===== config.mk =====
export PLATFORM = sky130hd
export DESIGN_NAME = fp_mul_pipe
export DESIGN_NICKNAME = d
export VERILOG_FILES = /design/src/rtl/fp_mul_pkg.sv /design/src/rtl/fp_mul_normalize.sv /design/src/rtl/fp_mul_pipe.sv
export SDC_FILE = /design/constraint.sdc
export NUM_CORES = 2
export LEC_CHECK = 0
export ABC_AREA = 1
export CORE_AREA = 2 2 288 290
export CTS_CLUSTER_SIZE = 14
export DETAILED_ROUTE_END_ITERATION = 10
export DIE_AREA = 0 0 290 292
export GPL_TIMING_DRIVEN = 1
export PLACE_DENSITY_LB_ADDON = 0.05
export RECOVER_POWER = 25
export SLEW_MARGIN = 20
export SYNTH_ARGS = -nofsm -noshare
export SYNTH_HDL_FRONTEND = slang
export SYNTH_SLANG_ARGS = --single-unit

===== constraint.sdc =====
create_clock -name clk -period 9.3 [get_ports clk]
set_clock_uncertainty 0.15 [all_clocks]
set_input_delay 0.93 -clock clk [delete_from_list [all_inputs] [get_ports clk]]
set_output_delay 0.93 -clock clk [all_outputs]
set_load 0.05 [all_outputs]

===== src/rtl/fp_mul_pkg.sv =====
// Shared types and helpers for the parametrised floating-point multiplier.
// Operand classes, flag bit positions, exponent bias and the canonical quiet NaN.
package fp_mul_pkg;

  typedef enum logic [1:0] {
    CLS_ZERO,
    CLS_NORM,
    CLS_INF,
    CLS_NAN
  } fp_cls_e;

  localparam int FLAG_W         = 4;
  localparam int FLAG_INVALID   = 3;
  localparam int FLAG_OVERFLOW  = 2;
  localparam int FLAG_UNDERFLOW = 1;
  localparam int FLAG_INEXACT   = 0;

  function automatic int fp_bias(input int exp_w);
    return (1 << (exp_w - 1)) - 1;
  endfunction

  // Exponent all-ones plus the mantissa MSB; caller slices to its word width.
  function automatic logic [63:0] fp_qnan(input int exp_w, input int man_w);
    return ((64'd1 << (exp_w + 1)) - 64'd1) << (man_w - 1);
  endfunction

endpackage


===== src/rtl/fp_mul_normalize.sv =====
// Combinational normalise, truncate, overflow/underflow saturation and pack of a
// raw significand product, with special-operand results taking priority.
module fp_mul_normalize
  import fp_mul_pkg::*;
#(
  parameter  int EXP_W  = 8,
  parameter  int MAN_W  = 23,
  localparam int W      = 1 + EXP_W + MAN_W,
  localparam int PROD_W = 2 * MAN_W + 2,
  localparam int E_W    = EXP_W + 2
) (
  input  logic [PROD_W-1:0]     prod,
  input  logic signed [E_W-1:0] e,
  input  logic                  sign,
  input  fp_cls_e               cls_a,
  input  fp_cls_e               cls_b,
  input  logic                  mask_loss,
  output logic [W-1:0]          p,
  output logic [FLAG_W-1:0]     flags
);

  localparam logic [63:0]           QNAN_WIDE = fp_qnan(EXP_W, MAN_W);
  localparam logic [W-1:0]          QNAN      = QNAN_WIDE[W-1:0];
  localparam logic signed [E_W-1:0] E_INF     = E_W'((1 << EXP_W) - 1);

  logic                  msb;
  logic                  dropped;
  logic [MAN_W-1:0]      man;
  logic signed [E_W-1:0] e_adj;
  logic                  any_nan;
  logic                  any_inf;
  logic                  any_zero;

  // Returns {sticky, mantissa}: truncation toward zero of the normalised product.
  function automatic logic [MAN_W:0] round_trunc(input logic [PROD_W-1:0] pr);
    if (pr[PROD_W-1]) return {|pr[MAN_W:0], pr[2*MAN_W:MAN_W+1]};
    return {|pr[MAN_W-1:0], pr[2*MAN_W-1:MAN_W]};
  endfunction

  function automatic logic [W-1:0] sat_inf(input logic s);
    return {s, {EXP_W{1'b1}}, {MAN_W{1'b0}}};
  endfunction

  function automatic logic [W-1:0] flush_zero(input logic s);
    return {s, {(W-1){1'b0}}};
  endfunction

  always_comb begin
    msb            = prod[PROD_W-1];
    {dropped, man} = round_trunc(prod);
    e_adj          = e + $signed({{(E_W-1){1'b0}}, msb});
    any_nan        = (cls_a == CLS_NAN) || (cls_b == CLS_NAN);
    any_inf        = (cls_a == CLS_INF) || (cls_b == CLS_INF);
    any_zero       = (cls_a == CLS_ZERO) || (cls_b == CLS_ZERO);
    p              = '0;
    flags          = '0;
    if (any_nan || (any_inf && any_zero)) begin
      p                   = QNAN;
      flags[FLAG_INVALID] = 1'b1;
    end else if (any_inf) begin
      p = sat_inf(sign);
    end else if (any_zero) begin
      p = flush_zero(sign);
    end else if (e_adj >= E_INF) begin
      p                    = sat_inf(sign);
      flags[FLAG_OVERFLOW] = 1'b1;
      flags[FLAG_INEXACT]  = 1'b1;
    end else if (e_adj[E_W-1] || (e_adj == '0)) begin
      p                     = flush_zero(sign);
      flags[FLAG_UNDERFLOW] = 1'b1;
      flags[FLAG_INEXACT]   = 1'b1;
    end else begin
      p                   = {sign, e_adj[EXP_W-1:0], man};
      flags[FLAG_INEXACT] = dropped | mask_loss;
    end
  end

endmodule


===== src/rtl/fp_mul_pipe.sv =====
// Three-stage valid/ready floating-point multiplier with optional operand mantissa
// truncation: unpack/classify, significand multiply, normalise/pack.
module fp_mul_pipe
  import fp_mul_pkg::*;
#(
  parameter  int EXP_W = 8,
  parameter  int MAN_W = 23,
  parameter  int TRUNC = 0,
  localparam int W     = 1 + EXP_W + MAN_W
) (
  input  logic              clk,
  input  logic              rst_n,
  input  logic              in_valid,
  output logic              in_ready,
  input  logic [W-1:0]      in_a,
  input  logic [W-1:0]      in_b,
  output logic              out_valid,
  input  logic              out_ready,
  output logic [W-1:0]      out_p,
  output logic [FLAG_W-1:0] out_flags
);

  localparam int SIG_W  = MAN_W + 1;
  localparam int PROD_W = 2 * SIG_W;
  localparam int E_W    = EXP_W + 2;
  localparam int BIAS   = fp_bias(EXP_W);
  localparam logic [SIG_W-1:0] KEEP_MASK = ~((SIG_W'(1) << TRUNC) - SIG_W'(1));

  logic adv1, adv2, adv3;
  logic vld_p1_d, vld_p1_q, vld_p2_d, vld_p2_q, vld_p3_d, vld_p3_q;

  logic [SIG_W-1:0]      sig_a_raw, sig_b_raw;
  logic                  sign_p1_d, sign_p1_q, sign_p2_d, sign_p2_q;
  fp_cls_e               cls_a_p1_d, cls_a_p1_q, cls_b_p1_d, cls_b_p1_q;
  fp_cls_e               cls_a_p2_d, cls_a_p2_q, cls_b_p2_d, cls_b_p2_q;
  logic [SIG_W-1:0]      sig_a_p1_d, sig_a_p1_q, sig_b_p1_d, sig_b_p1_q;
  logic signed [E_W-1:0] e_p1_d, e_p1_q, e_p2_d, e_p2_q;
  logic                  mloss_p1_d, mloss_p1_q, mloss_p2_d, mloss_p2_q;
  logic [PROD_W-1:0]     prod_p2_d, prod_p2_q;

  logic [W-1:0]          norm_p, out_p_d, out_p_q;
  logic [FLAG_W-1:0]     norm_flags, out_flags_d, out_flags_q;

  function automatic fp_cls_e classify(input logic [EXP_W-1:0] ex, input logic [MAN_W-1:0] mn);
    if (ex == '0) return CLS_ZERO;
    if (&ex) return (mn == '0) ? CLS_INF : CLS_NAN;
    return CLS_NORM;
  endfunction

  // A stage may load when it is empty or its successor is draining it.
  always_comb begin
    adv3     = !vld_p3_q || out_ready;
    adv2     = !vld_p2_q || adv3;
    adv1     = !vld_p1_q || adv2;
    vld_p1_d = adv1 ? in_valid : vld_p1_q;
    vld_p2_d = adv2 ? vld_p1_q : vld_p2_q;
    vld_p3_d = adv3 ? vld_p2_q : vld_p3_q;
  end

  assign in_ready = adv1;

  // ---- stage 1: unpack, classify, mask, exponent sum ----
  always_comb begin
    sig_a_raw  = {1'b1, in_a[MAN_W-1:0]};
    sig_b_raw  = {1'b1, in_b[MAN_W-1:0]};
    sign_p1_d  = sign_p1_q;
    cls_a_p1_d = cls_a_p1_q;
    cls_b_p1_d = cls_b_p1_q;
    sig_a_p1_d = sig_a_p1_q;
    sig_b_p1_d = sig_b_p1_q;
    mloss_p1_d = mloss_p1_q;
    e_p1_d     = e_p1_q;
    if (adv1) begin
      sign_p1_d  = in_a[W-1] ^ in_b[W-1];
      cls_a_p1_d = classify(in_a[W-2:MAN_W], in_a[MAN_W-1:0]);
      cls_b_p1_d = classify(in_b[W-2:MAN_W], in_b[MAN_W-1:0]);
      sig_a_p1_d = sig_a_raw & KEEP_MASK;
      sig_b_p1_d = sig_b_raw & KEEP_MASK;
      mloss_p1_d = (|(sig_a_raw & ~KEEP_MASK)) | (|(sig_b_raw & ~KEEP_MASK));
      e_p1_d     = E_W'(in_a[W-2:MAN_W]) + E_W'(in_b[W-2:MAN_W]) - E_W'(BIAS);
    end
  end

  // ---- stage 2: significand multiply ----
  always_comb begin
    sign_p2_d  = sign_p2_q;
    cls_a_p2_d = cls_a_p2_q;
    cls_b_p2_d = cls_b_p2_q;
    e_p2_d     = e_p2_q;
    mloss_p2_d = mloss_p2_q;
    prod_p2_d  = prod_p2_q;
    if (adv2) begin
      sign_p2_d  = sign_p1_q;
      cls_a_p2_d = cls_a_p1_q;
      cls_b_p2_d = cls_b_p1_q;
      e_p2_d     = e_p1_q;
      mloss_p2_d = mloss_p1_q;
      prod_p2_d  = PROD_W'(sig_a_p1_q) * PROD_W'(sig_b_p1_q);
    end
  end

  // ---- stage 3: normalise and pack into the output register ----
  fp_mul_normalize #(
    .EXP_W(EXP_W),
    .MAN_W(MAN_W)
  ) u_normalize (
    .prod     (prod_p2_q),
    .e        (e_p2_q),
    .sign     (sign_p2_q),
    .cls_a    (cls_a_p2_q),
    .cls_b    (cls_b_p2_q),
    .mask_loss(mloss_p2_q),
    .p        (norm_p),
    .flags    (norm_flags)
  );

  always_comb begin
    out_p_d     = out_p_q;
    out_flags_d = out_flags_q;
    if (adv3 && vld_p2_q) begin
      out_p_d     = norm_p;
      out_flags_d = norm_flags;
    end
  end

  assign out_valid = vld_p3_q;
  assign out_p     = out_p_q;
  assign out_flags = out_flags_q;

  always_ff @(posedge clk or negedge rst_n) begin
    if (!rst_n) begin
      vld_p1_q    <= 1'b0;
      vld_p2_q    <= 1'b0;
      vld_p3_q    <= 1'b0;
      out_p_q     <= '0;
      out_flags_q <= '0;
    end else begin
      vld_p1_q    <= vld_p1_d;
      vld_p2_q    <= vld_p2_d;
      vld_p3_q    <= vld_p3_d;
      out_p_q     <= out_p_d;
      out_flags_q <= out_flags_d;
    end
  end

  // Interior datapath needs no reset: it is only observed behind a valid bit.
  always_ff @(posedge clk) begin
    sign_p1_q  <= sign_p1_d;
    cls_a_p1_q <= cls_a_p1_d;
    cls_b_p1_q <= cls_b_p1_d;
    sig_a_p1_q <= sig_a_p1_d;
    sig_b_p1_q <= sig_b_p1_d;
    mloss_p1_q <= mloss_p1_d;
    e_p1_q     <= e_p1_d;
    sign_p2_q  <= sign_p2_d;
    cls_a_p2_q <= cls_a_p2_d;
    cls_b_p2_q <= cls_b_p2_d;
    e_p2_q     <= e_p2_d;
    mloss_p2_q <= mloss_p2_d;
    prod_p2_q  <= prod_p2_d;
  end

endmodule


==> impl_metrics.yaml <==
critical_path:
  rrSetupSlack_ns: 1.72
  cp.arrival_ns: 7.69
  startpoint_type: "flop"
  slowest_stage: "edfxtp_1"
  path_buf_inv: 6
  end_kind: "flop"
  critPathKind: "reg -> reg"
  cpMostUsedCell: "fa_1"
  critPathTopFamily: "adder cells"
  path_cells: "nand2_1 -> fa_1 -> inv_1 -> fa_1 -> inv_1 -> fa_1 -> fa_1 -> inv_1 -> fa_1 -> fa_1 -> inv_1 -> fa_1 -> inv_1 -> ha_1 -> nand2_1 -> inv_1 -> nand2_1 -> nor4_1 -> nand4_1 -> nand4_1 -> nand2_1"
  r2r_start: "sig_b_p1_q[4]"
  rr_endpoint: "prod_p2_q[38]"
  r2r_cells: 21
  critical_path_required_ns: 9.40
  critPathMaxFanout: 24
  max_stage_delay_ns: 1.14
cts:
  htreeDepth: 4
  cts_resized: 0
  cts_tree: "yes"
  cts_root_buf: "clkbuf_16"
  clockBufferDepth: 2
  clkSinkCount: 163
  cts_setup_buffers: 0
  hold_buffers: 0
  clkLatencyLatePin_ns: 0.52
  cts_buffers: 17
  clk_pin_slew_ns: 0.10
hold_path:
  hold_path_end: "e_p2_q[7]"
  min_path_type: "reg -> reg"
  hold_depth: 0
  hold_start: "e_p1_q[7]"
job:
  drv_cap: 2
synthesis:
  synthTopCellsByArea: "fa_1 (36%), edfxtp_1 (14%), inv_1 (14%)"
  synth.distinct_cells: 40
  synthDominantCellAreaShare: 0.362
  synth.avg_cell_area_um2: 8.21
  netlist_area_um2: 26700
  ys_seq_area_frac: 0.176
  ys_seq_elements: 163
  postSynthCellCount: 3256
  yosysWarningCount: 0
  yosysTopAreaCell: "fa_1"
  syn_nets: 3997
placed_design:
  gp_congestion: 0.909
  io_buffer_count: 105
  dp_hpwl_um: 67700
floorplan:
  core_um2: 81600
  rows: 105
  die_area_um2: 84700
  start_util: 0.328
  die_w_um: 290
  ios: 106
  die_h_um: 292
route:
  detail-route-antenna-nets: 0
  routed-via-count: 20200
  routedWlPerCell_um: 18.7
  drc: 0
  drt-pass1-iter-count: 5
  viasPerCell: 4.60
  finalWirelength_um: 82300
  initialDrtViolationCount: 990
timing:
  max_freq_mhz: 132
  tightest_slew_ns: 2.11
  period_minus_slack_ns: 7.58
  rsz0062_at_grt: "no"
  fin_crit_sh: 0.815
  relSlewSlack: -0.404
  final_max_slew_viol_count: 65
  finalHoldViolations: 0
  tns_ns: 0
  final-setup-viol-count: 0
grt:
  antenna_found_initial: 0
  grt_pass1_vias: 22400
  grt.total_usage: 0.203
  grt_start_max_net_pins: 64
  grt_overflow_total: 0
  grt_pass1_wl_um: 131000
outcome:
  outcome: "finished, violations left"
  violations: "capacitance limit, slew limit"
finish:
  nets: 4062
  syn_to_final_growth_pct: 11.5
  mostFrequentLayoutCells: "inv_1 (968), nand2_1 (859), fa_1 (483), ha_1 (190), edfxtp_1 (124)"
  drive_above_1_share: 0.0366
  antenna_cells: 0
  final_common_cell: "inv_1"
==> sequential cells by signal, indices dropped and copies added, names as in the netlist, 4 cells and up <==
signal and flops:
e_p1_q 10, e_p2_q 10, out_flags 4, out_p 32, prod_p2_q 48, sig_a_p1_q 23
sig_b_p1_q 23
==> metal layers <==
layer / vias to the layer above / GRT usage / wire length [um]
li1: 9542 / - / -
met1: 10200 / 0.280 / 39000
met2: 434 / 0.335 / 38200
met3: 79 / 0.0313 / 3450
met4: 0 / 0.0523 / 1700
met5: - / 0 / 0
==> cell type report <==
class,count,area [um^2]
Clock buffer,17,425
Clock inverter,15,199
Fill cell,8489,51800
Inverter,971,3640
Multi-Input combinational cell,2013,18000
Sequential cell,163,4700
Tap cell,1070,1340
Timing Repair Buffer,155,1530
==> stage by stage <==
step	hold WS (ns)	setup WS, ns	area (um^2)	util	std cells
floorplan	0.250	3.14	26700	-	3256
global placement	0.254	1.75	29000	0.355	4363
detailed placement	0.255	1.80	29100	0.357	4370
CTS	0.262	1.74	29800	0.365	4402
global route	0.274	1.50	29800	0.365	4404
finish	0.270	1.72	29800	0.365	4404
==> cells in the mapped netlist, drive strengths merged <==
cell type,instances
inv,971
nand2,865
fa,483
ha,190
edfxtp,124
nor2,124
clkbuf,102
nand3,94
a21oi,87
o21ai,51
dfrtp,39
xor2,24
nand4,23
nor4,20
xnor2,15
nor3,10
o21bai,9
buf,7
and2,3
nand3b,3
o21a,2
o22ai,2
or2,2
a21o,1
a22o,1
a2bb2oi,1
a31oi,1
mux2i,1
o211ai,1
==> worst max-delay path by stage <==
stage	from	to	slack [ns]	depth (start not counted)
2_1_floorplan	sig_a_p1_q[13]	prod_p2_q[46]	3.14	24
3_3_place_gp	sig_a_p1_q[16]	prod_p2_q[38]	1.75	22
3_5_place_dp	sig_b_p1_q[9]	prod_p2_q[38]	1.80	21
4_1_cts	sig_b_p1_q[9]	prod_p2_q[38]	1.74	21
5_1_grt	sig_a_p1_q[0]	prod_p2_q[38]	1.50	20
6_report	sig_b_p1_q[4]	prod_p2_q[38]	1.72	21
==> logic make-up (layout without fill, tap and decap cells) <==
family          after synthesis  after routing  synth area share
fa+ha+maj                   673            673             0.451
compound gates              156            156            0.0308
buf+inv                    1080           1158             0.153
simple gates               1144           1144             0.176
flops                       163            163             0.176
mux                           1              1          0.000374
xor+xnor                     39             39            0.0128
Power is not shown: default switching activity piles up to over one toggle a cycle in this logic, so the estimate is an artifact.
